==> src/rtl/keypad_scanner_pkg.sv <==
// Shared types and helpers for the 4x4 matrix keypad scanner.
// Codes are 4*row_index + col_index throughout.
package keypad_scanner_pkg;

    typedef enum logic [1:0] {
        KEY_NONE   = 2'd0,
        KEY_SINGLE = 2'd1,
        KEY_MULTI  = 2'd2
    } sweep_kind_e;

    typedef enum logic [1:0] {
        IDLE    = 2'd0,
        CAND    = 2'd1,
        PRESSED = 2'd2
    } deb_state_e;

    // ASCII legend printed on each key, looked up by the display side (seg7_control).
    localparam logic [7:0] KEY_LABEL [16] = '{
        "1", "2", "3", "A",
        "4", "5", "6", "B",
        "7", "8", "9", "C",
        "*", "0", "#", "D"
    };

    function automatic logic [7:0] key_label(input logic [3:0] code);
        return KEY_LABEL[code];
    endfunction

    // Number of set bits, saturated at 2 (2 means "two or more").
    function automatic logic [1:0] hit_count(input logic [3:0] hits);
        logic [2:0] n;
        n = '0;
        for (int i = 0; i < 4; i++) begin
            n = n + {2'b00, hits[i]};
        end
        return (n >= 3'd2) ? 2'd2 : n[1:0];
    endfunction

    function automatic logic [1:0] low_index(input logic [3:0] hits);
        logic [1:0] idx;
        idx = '0;
        for (int i = 3; i >= 0; i--) begin
            if (hits[i]) idx = 2'(i);
        end
        return idx;
    endfunction

endpackage

==> src/rtl/keypad_col_scan.sv <==
// Column strobe rotation, row synchroniser and per-sweep hit accumulator.
// Emits sweep_done_o on the cycle column 3 is sampled, with the sweep's result.
module keypad_col_scan
    import keypad_scanner_pkg::*;
#(
    parameter int unsigned SCAN_DIV = 100000
) (
    input  logic        clk_100MHz,
    input  logic        reset,
    input  logic [3:0]  row_i,
    output logic [3:0]  col_o,
    output logic        sweep_done_o,
    output sweep_kind_e sweep_kind_o,
    output logic [3:0]  sweep_code_o
);

    localparam int DW = (SCAN_DIV > 1) ? $clog2(SCAN_DIV) : 1;
    localparam logic [DW-1:0] DWELL_LAST = DW'(SCAN_DIV - 1);

    logic [3:0]    row_meta_q, row_sync_q;
    logic [DW-1:0] dwell_q;
    logic [1:0]    col_idx_q;
    logic [3:0]    col_q;
    logic [1:0]    acc_cnt_q, acc_cnt_d;
    logic [3:0]    acc_code_q, acc_code_d;

    logic       sample;
    logic [3:0] hits;
    logic [1:0] col_cnt;
    logic [2:0] sum;

    assign sample  = (dwell_q == DWELL_LAST);
    assign hits    = ~row_sync_q;
    assign col_cnt = hit_count(hits);

    // NOTE: every always_comb output gets a default first so no latch is inferred.
    always_comb begin
        sum        = {1'b0, acc_cnt_q} + {1'b0, col_cnt};
        acc_cnt_d  = (sum >= 3'd2) ? 2'd2 : sum[1:0];
        acc_code_d = acc_code_q;
        if (col_cnt != 2'd0) acc_code_d = {low_index(hits), col_idx_q};
    end

    assign sweep_done_o = sample && (col_idx_q == 2'd3);
    assign sweep_code_o = acc_code_d;
    assign sweep_kind_o = (acc_cnt_d == 2'd0) ? KEY_NONE :
                          (acc_cnt_d == 2'd1) ? KEY_SINGLE : KEY_MULTI;
    assign col_o        = col_q;

    // NOTE: sequential state uses non-blocking assignments only.
    always_ff @(posedge clk_100MHz or posedge reset) begin
        if (reset) begin
            row_meta_q <= 4'hF;
            row_sync_q <= 4'hF;
            dwell_q    <= '0;
            col_idx_q  <= '0;
            col_q      <= 4'b1110;
            acc_cnt_q  <= '0;
            acc_code_q <= '0;
        end else begin
            row_meta_q <= row_i;
            row_sync_q <= row_meta_q;
            if (sample) begin
                dwell_q   <= '0;
                col_idx_q <= col_idx_q + 2'd1;
                col_q     <= {col_q[2:0], col_q[3]};
                if (col_idx_q == 2'd3) begin
                    acc_cnt_q  <= '0;
                    acc_code_q <= '0;
                end else begin
                    acc_cnt_q  <= acc_cnt_d;
                    acc_code_q <= acc_code_d;
                end
            end else begin
                dwell_q <= dwell_q + 1'b1;
            end
        end
    end

endmodule

==> src/rtl/keypad_scanner.sv <==
// 4x4 matrix keypad reader: column scan plus sweep-level debounce FSM.
// A key is accepted after DEBOUNCE_SWEEPS identical single-key sweeps and released after as many empty ones.
module keypad_scanner
    import keypad_scanner_pkg::*;
#(
    parameter int unsigned SCAN_DIV        = 100000,
    parameter int unsigned DEBOUNCE_SWEEPS = 5
) (
    input  logic       clk_100MHz,
    input  logic       reset,
    input  logic [3:0] row,
    output logic [3:0] col,
    output logic [3:0] key_code,
    output logic       key_valid,
    output logic       key_held
);

    localparam int CW = $clog2(DEBOUNCE_SWEEPS + 1);
    localparam logic [CW-1:0] CNT_LAST = CW'(DEBOUNCE_SWEEPS - 1);

    logic        sweep_done;
    sweep_kind_e sweep_kind;
    logic [3:0]  sweep_code;

    deb_state_e  state_q;
    logic [3:0]  cand_q;
    logic [CW-1:0] cnt_q;
    logic [3:0]  key_code_q;
    logic        key_valid_q;
    logic        key_held_q;

    keypad_col_scan #(
        .SCAN_DIV(SCAN_DIV)
    ) u_col_scan (
        .clk_100MHz  (clk_100MHz),
        .reset       (reset),
        .row_i       (row),
        .col_o       (col),
        .sweep_done_o(sweep_done),
        .sweep_kind_o(sweep_kind),
        .sweep_code_o(sweep_code)
    );

    // cnt_q counts consistent press sweeps in CAND and empty sweeps in PRESSED.
    always_ff @(posedge clk_100MHz or posedge reset) begin
        if (reset) begin
            state_q     <= IDLE;
            cand_q      <= '0;
            cnt_q       <= '0;
            key_code_q  <= '0;
            key_valid_q <= 1'b0;
            key_held_q  <= 1'b0;
        end else begin
            key_valid_q <= 1'b0;
            if (sweep_done) begin
                case (state_q)
                    IDLE: begin
                        if (sweep_kind == KEY_SINGLE) begin
                            cand_q <= sweep_code;
                            if (DEBOUNCE_SWEEPS == 1) begin
                                state_q     <= PRESSED;
                                key_code_q  <= sweep_code;
                                key_valid_q <= 1'b1;
                                key_held_q  <= 1'b1;
                                cnt_q       <= '0;
                            end else begin
                                state_q <= CAND;
                                cnt_q   <= CW'(1);
                            end
                        end
                    end
                    CAND: begin
                        if (sweep_kind == KEY_SINGLE) begin
                            if (sweep_code == cand_q) begin
                                if (cnt_q == CNT_LAST) begin
                                    state_q     <= PRESSED;
                                    key_code_q  <= cand_q;
                                    key_valid_q <= 1'b1;
                                    key_held_q  <= 1'b1;
                                    cnt_q       <= '0;
                                end else begin
                                    cnt_q <= cnt_q + 1'b1;
                                end
                            end else begin
                                cand_q <= sweep_code;
                                cnt_q  <= CW'(1);
                            end
                        end else begin
                            state_q <= IDLE;
                            cnt_q   <= '0;
                        end
                    end
                    PRESSED: begin
                        if (sweep_kind == KEY_NONE) begin
                            if (cnt_q == CNT_LAST) begin
                                state_q    <= IDLE;
                                key_held_q <= 1'b0;
                                cnt_q      <= '0;
                            end else begin
                                cnt_q <= cnt_q + 1'b1;
                            end
                        end else begin
                            cnt_q <= '0;
                        end
                    end
                    default: begin
                        state_q <= IDLE;
                        cnt_q   <= '0;
                    end
                endcase
            end
        end
    end

    assign key_code  = key_code_q;
    assign key_valid = key_valid_q;
    assign key_held  = key_held_q;

endmodule

==> config.mk <==
export PLATFORM = sky130hd
export DESIGN_NAME = keypad_scanner
export DESIGN_NICKNAME = d
export VERILOG_FILES = /design/src/rtl/keypad_scanner_pkg.sv /design/src/rtl/keypad_col_scan.sv /design/src/rtl/keypad_scanner.sv
export SDC_FILE = /design/constraint.sdc
export NUM_CORES = 1
export LEC_CHECK = 0
export ABC_AREA = 1
export CAP_MARGIN = 5
export CELL_PAD_IN_SITES_DETAIL_PLACEMENT = 0
export CELL_PAD_IN_SITES_GLOBAL_PLACEMENT = 1
export CORE_MARGIN = 5
export CORE_UTILIZATION = 45
export DETAILED_ROUTE_END_ITERATION = 16
export PLACE_DENSITY = 0.84
export SLEW_MARGIN = 5
export SYNTH_ARGS = -nofsm -noshare
export SYNTH_HDL_FRONTEND = slang
export SYNTH_HIERARCHICAL = 1
export SYNTH_SLANG_ARGS = --single-unit
==> constraint.sdc <==
create_clock -name clk_100MHz -period 10.65 [get_ports clk_100MHz]
set_clock_uncertainty 0.1 [all_clocks]
set_input_delay 1.065 -clock clk_100MHz [delete_from_list [all_inputs] [get_ports clk_100MHz]]
set_output_delay 1.065 -clock clk_100MHz [all_outputs]
set_load 0.05 [all_outputs]
* Word level (Yosys, flattened, before mapping)
Index checks and enable logic that the tools add are counted.
** Cells by class
- Bitwise gates (word level) :: 1
- Eq/ne operators :: 17
- Reductions and logical operators :: 12
- Add/subtract/negate cells :: 7
- Multiplexer cells :: 40
- Order comparisons :: 2
** Operators by type and width (count)
- 2-to-1 mux 2 bit :: 15
- 2-to-1 mux 4 bit :: 5
- adder 17 x 1 -> 17 bit (second input constant) :: 1
- == test 17 bit (second input constant) :: 1
- 2-to-1 mux 17 bit :: 1
- 2-to-1 mux 3 bit :: 5
- != test 2 bit (second input constant) :: 7
- 2-to-1 mux 1 bit :: 10
- AND reduction 5 bit :: 2
- one-hot mux 3 bit (3 select lines) :: 1
- one-hot mux 4 bit (2 select lines) :: 1
- AND reduction 7 bit :: 1
- adder 3 x 1 -> 3 bit :: 2
- == test 2 x 1 -> 1 bit (second input constant) :: 3
- greater-or-equal comparator 3 x 2 -> 1 bit (second input constant) :: 2
- logical NOT 2 bit :: 3
- != test 3 bit (second input constant) :: 2
- one-hot mux 2 bit (3 select lines) :: 1
- AND reduction 6 bit :: 1
- nonzero test 2 bit :: 3
- == test 2 bit (second input constant) :: 2
- == test 4 bit :: 1
- NOT 4 bit :: 1
- adder 2 x 2 -> 3 bit :: 1
- 7 further kinds :: 7
** Storage, ports and cells
- Flip-flop bits (word level) :: 52
- Word-level logic and storage cells :: 92
- Input port bits :: 6
- Output and inout bits :: 10

* Depth between registers and ports, before layout
- Depth in word-level cells :: 16
- Gate-level depth with buffers :: 21
- Mapped depth without buffers :: 21

* Cells and area by module
Netlist, hierarchy kept.
** Modules (own cells, without submodules)
- keypad_col_scan :: area an instance 1914.3 um^2, instances 1, sequential area each 939.7 um^2, cells an instance 231
- keypad_scanner :: area an instance 873.3 um^2, instances 1, sequential area each 375.4 um^2, cells an instance 118

* Worst setup path before layout
Ideal clock, no wire load.
- Path type :: register -> register
- Start point :: register u_col_scan.row_sync_q[1]
- End point :: register key_code_q[0], in the netlist key_code[0]
- Setup time :: 119 ps
- Path slack :: 7194 ps
- Required time :: 10431 ps
- Period minus slack after synthesis :: 3456 ps
- Cell stages (with the launch flop) :: 22
- Path buffers :: 1
- Arrival :: 3237 ps
- Path through :: dfstp_2 -> fa_1 -> inv_1 -> ha_1 -> inv_1 -> ha_1 -> nand3_1 -> nand3_1 -> inv_1 -> fa_1 -> nand2_1 -> inv_1 -> nand2_1 -> nor2_1 -> nand2_1 -> inv_1 -> nand3_1 -> nor2_1 -> nand3_2 -> buf_6 -> nand2_2 -> o21ai_2
** Between the ends
- Longest elaborated chain between the ends :: 14
- Elaborated cells between the ends (all ways) :: 20
- Classes of those cells :: add/sub: 4; order compare: 2; eq/ne: 3; mux: 7; bitwise: 1; reduce/logical: 3
** RTL lines
- start, declared :: line keypad_col_scan.sv:20 : logic [3:0] row_meta_q, row_sync_q;
- start signal, assigned :: line keypad_col_scan.sv:62 : row_sync_q <= row_meta_q;
- NOT 4 bit (*) :: line keypad_col_scan.sv:33 : assign hits = ~row_sync_q;
- adder 1 x 1 -> 2 bit (*) :: line keypad_scanner_pkg.sv:34 : n = n + {2'b00, hits[i]};
- adder 3 x 1 -> 3 bit (*) (2 in series) :: line keypad_scanner_pkg.sv:34
- greater-or-equal comparator 3 x 2 -> 1 bit :: line keypad_scanner_pkg.sv:36 : return (n >= 3'd2) ? 2'd2 : n[1:0];
- 2-to-1 mux 2 bit (*) :: line keypad_scanner_pkg.sv:36
- adder 2 x 2 -> 3 bit (*) :: line keypad_col_scan.sv:38 : sum = {1'b0, acc_cnt_q} + {1'b0, col_cnt};
- greater-or-equal comparator 3 x 2 -> 1 bit :: line keypad_col_scan.sv:39 : acc_cnt_d = (sum >= 3'd2) ? 2'd2 : sum[1:0];
- 2-to-1 mux 2 bit (*) :: line keypad_col_scan.sv:39
- == test 2 x 1 -> 1 bit :: line keypad_col_scan.sv:47 : (acc_cnt_d == 2'd1) ? KEY_SINGLE : KEY_MULTI;
- 2-to-1 mux 2 bit :: line keypad_col_scan.sv:47
- 2-to-1 mux 2 bit (*) :: line keypad_col_scan.sv:46 : assign sweep_kind_o = (acc_cnt_d == 2'd0) ? KEY_NONE :
- via sweep_kind[1] :: line keypad_scanner.sv:22 : sweep_kind_e sweep_kind;
- == test 2 x 1 -> 1 bit (*) :: line keypad_scanner.sv:73 : if (sweep_kind == KEY_SINGLE) begin
- AND reduction 5 bit (no source line) (*)
- end signal, assigned :: line keypad_scanner.sv:62 : key_code_q <= sweep_code;
- end signal, assigned :: line keypad_scanner.sv:77 : key_code_q <= cand_q;
- end, declared :: line keypad_scanner.sv:28 : logic [3:0] key_code_q;
The timed path passes the listed nets; every way through them passes the cells marked *.
A chain may end at the register's enable or synchronous reset.

* Worst setup path after layout
- Start point :: register u_col_scan.row_sync_q[1]
- End point :: register key_code_q[1], in the netlist key_code[1]
The elaborated chain is that of the path after synthesis.

==> impl_metrics.py <==
metrics = {
    "global_routing": {
        "grt-ovfl-total": 0,
        "grt_max_degree": 38,
        "grt_pass1_vias": 1875,
        "grt_antenna_before_repair": 0,
        "grt.total_usage_pct": 13.7,
        "grt_pass1_wl_um": 8400,
    },
    "critical_path": {
        "crit_chain": "fa_1, inv_1, ha_1, inv_1, ha_1, nand3_1, nand3_1, inv_1, fa_1, nand2_1, inv_1, nand2_1, nor2_1, nand2_1, inv_1, nand3_1, nor2_1, nand3_2, nand2_2, o21ai_2",
        "cp_top_family": "adder cells",
        "slowest_delay_ns": 0.56,
        "crit_path_top_delay_cell": "dfstp_2",
        "crit_arrival_ns": 3.90,
        "worstPathMaxFanout": 11,
        "crit_type": "reg2reg",
        "cp-start-kind": "flip-flop",
        "critPathCaptureType": "flip-flop",
        "cpMostUsedCell": "inv_1",
        "cp_num_buf_inv": 5,
        "crit_required_ns": 10.74,
    },
    "power_and_ir_drop": {
        "ir_worst_vdd_mv": 0.0786,
        "powerDensity_nw_per_um2": 121,
        "internal_power_w": 0.000299,
        "clockPowerShare_pct": 40.0,
        "power.net_switching_w": 0.0000841,
        "p_sw_share_pct": 21.9,
        "leakagePower_nw": 1.59,
        "seq_power_share_pct": 52.4,
        "total_power_w": 0.000383,
        "combinationalPowerShare_pct": 7.6,
    },
    "logic_synthesis": {
        "ys_seq_area_share_pct": 47.2,
        "yosys_register_bits": 52,
        "synthAdderAreaFrac_pct": 4.58,
        "synth_compound_area_share_pct": 5.61,
        "yosys-top-cells-area": "dfrtp_1 (37%), nand2_1 (13%), dfstp_2 (10%)",
        "async_reset_ff_share_pct": 100,
        "synth-simple-area-share_pct": 29.3,
        "synth_top_family_by_area": "simple AND/OR/NAND/NOR gates",
        "synth_enable_flop_cells": 0,
        "syn-cell-area_um2": 2790,
        "synth_xor_area_share_pct": 3.77,
        "syn_area_per_cell_um2": 7.99,
        "yosysWarningCount": 6,
        "yosysUniqueCellTypes": 29,
        "yosysTopAreaCellShare_pct": 36.8,
        "dominantRegCellSynth": "dfrtp_1",
        "synth_top_area_cell": "dfrtp_1",
        "netlist_instances": 349,
        "synthesis.nets": 364,
        "synth.area.mux_share_pct": 0,
    },
    "sta": {
        "rsz0062_at_grt": "false",
        "finalHoldViolCount": 0,
        "setup_viol": 0,
        "finalSetupTns_ns": 0,
        "fin_crit_sh_pct": 35.7,
        "worst_pin_slew_ns": 0.575,
        "maxSlewViolCount": 0,
        "fin_ws_ns": 6.84,
        "layout_min_cycle_time_ns": 3.81,
        "slew_headroom_pct": 61.6,
        "max_freq_ghz": 0.263,
    },
    "detailed_routing": {
        "drc": 0,
        "wl_per_cell_um": 10.7,
        "via_count": 2072,
        "first_pass_iters": 4,
        "drt_iter0_drc": 113,
        "totalWireLength_um": 4770,
        "drtAntennaViolNets": 0,
        "vias_per_cell": 4.65,
    },
    "place": {
        "place.detailed.hpwl_um": 3600,
        "gp_congestion": 0.815,
        "place_ws_ns": 6.82,
        "io_buffers": 15,
        "dpl.cell_count": 438,
        "dpl-instance-area_um2": 3020,
    },
    "die": {
        "die_h_um": 88.7,
        "io_pins": 16,
        "die_w_um": 88.7,
        "num_rows": 28,
        "dieArea_um2": 7870,
        "initial_core_util_pct": 46.8,
        "coreArea_um2": 5960,
    },
    "clock_tree": {
        "cts_made_buffers": 5,
        "post_cts_resized": 0,
        "clkTransAtPathRegs_ns": 0.09,
        "clockBufferDepth": 2,
        "cts_hold_buffers": 0,
        "cts_tree": "done",
        "cts_root_buffer": "clkbuf_8",
        "clk-insertion-delay-late_ns": 0.30,
        "cts_sinks": 52,
        "cts_setup_buffers": 0,
        "htree_levels": 2,
    },
    "status": {
        "status": "complete, no violations",
    },
    "run": {
        "maxCapViolCount": 0,
    },
    "cells_and_area": {
        "fin_nets": 385,
        "area_delta_synth_final_pct": 13.4,
        "drive_gt1_share_pct": 14.0,
        "diodes": 0,
        "fin_cells": 446,
        "fin_area_um2": 3160,
        "final_common_cell": "nand2_1",
        "layout_common_cells": "nand2_1 (93), inv_1 (58), nor2_1 (42)",
    },
    "hold_path": {
        "hold_path.class": "reg2reg",
    },
}
-- stage by stage --
stage | hold WS [ns] | util [%]
finish | 0.259 | 53.1
CTS | 0.261 | 53.1
global placement | 0.246 | 50.7
detailed placement | 0.247 | 50.7
global route | 0.265 | 53.1
floorplan | 0.245 | -
-- logic make-up after synthesis --
logic type               count (synthesis)
AO/OA/AOI/OAI                           24
XOR/XNOR                                12
adder cells (fa/ha/maj)                  9
buffers and inverters                   67
flip-flops                              52
AND/OR/NAND/NOR                        185
-- worst register-to-register path: cells and delay by family, from the launching register on --
family | cells | cell delay [ns]
buffers and inverters | 5 | 0.34
AO/OA/AOI/OAI | 1 | 0.06
flip-flops | 1 | 0.56
adder cells (fa/ha/maj) | 4 | 1.35
AND/OR/NAND/NOR | 10 | 1.30
-- synthesized netlist by cell type, types with 5 or more instances --
library cell / instances
o21ai_0: 6
inv_2: 6
o21ai_2: 6
nor2_1: 42
nand2_2: 9
inv_1: 58
ha_1: 7
dfrtp_1: 41
dfstp_2: 11
nand2_1: 93
nor2_2: 5
nand3_1: 22
xor2_1: 10
nand4_1: 6
-- layer usage --
layer | vias up | global-route usage, % | wire, um
met5 | - | 0 | 0
met4 | 0 | 4.53 | 37
met3 | 2 | 3.45 | 175
met2 | 28 | 20.2 | 2040
met1 | 932 | 19.6 | 2520
li1 | 1110 | - | -
-- power by group through the flow --
stage / combinational (W) / clock [W] / sequential (W)
global placement: 0.0000288 / 0 / 0.000205
finish: 0.0000290 / 0.000153 / 0.000201
floorplan: 0.0000221 / 0 / 0.000205
global route: 0.0000334 / 0.000169 / 0.000201
detailed placement: 0.0000296 / 0 / 0.000205
CTS: 0.0000296 / 0.000160 / 0.000201
-- sequential cells by signal, indices dropped and copies added (netlist names), 2 cells and up --
signal / flops
u_col_scan/dwell_q: 17
cand_q: 4
key_code: 4
u_col_scan/acc_code_q: 4
u_col_scan/col_o: 4
u_col_scan/row_meta_q: 4
u_col_scan/row_sync_q: 4
cnt_q: 3
state_q: 2
u_col_scan/acc_cnt_q: 2
u_col_scan/col_idx_q: 2
-- path summary, 6_finish.rpt --
path / startpoint / endpoint / slack [ns] / cells after the start
max: u_col_scan/row_sync_q[1] / key_code[1] / 6.84 / 20
min: u_col_scan/row_meta_q[0] / u_col_scan/row_sync_q[0] / 0.26 / 0
max reg2reg: u_col_scan/row_sync_q[1] / key_code[1] / 6.84 / 20
min reg2reg: u_col_scan/row_meta_q[0] / u_col_scan/row_sync_q[0] / 0.26 / 0
max in group asynchronous: reset / u_col_scan/row_meta_q[3] / 9.00 / 3
min in group asynchronous: reset / key_code[0] / 1.04 / 2
-- final cells by class --
cell class	count	area [um^2]
sequential	52	1320
fill	573	2800
timing repair buffer	16	158
multi-input combinational	230	1200
inverter	65	245
tap	75	93.8
clock buffer	8	144
(Power assumes the default switching activity.)
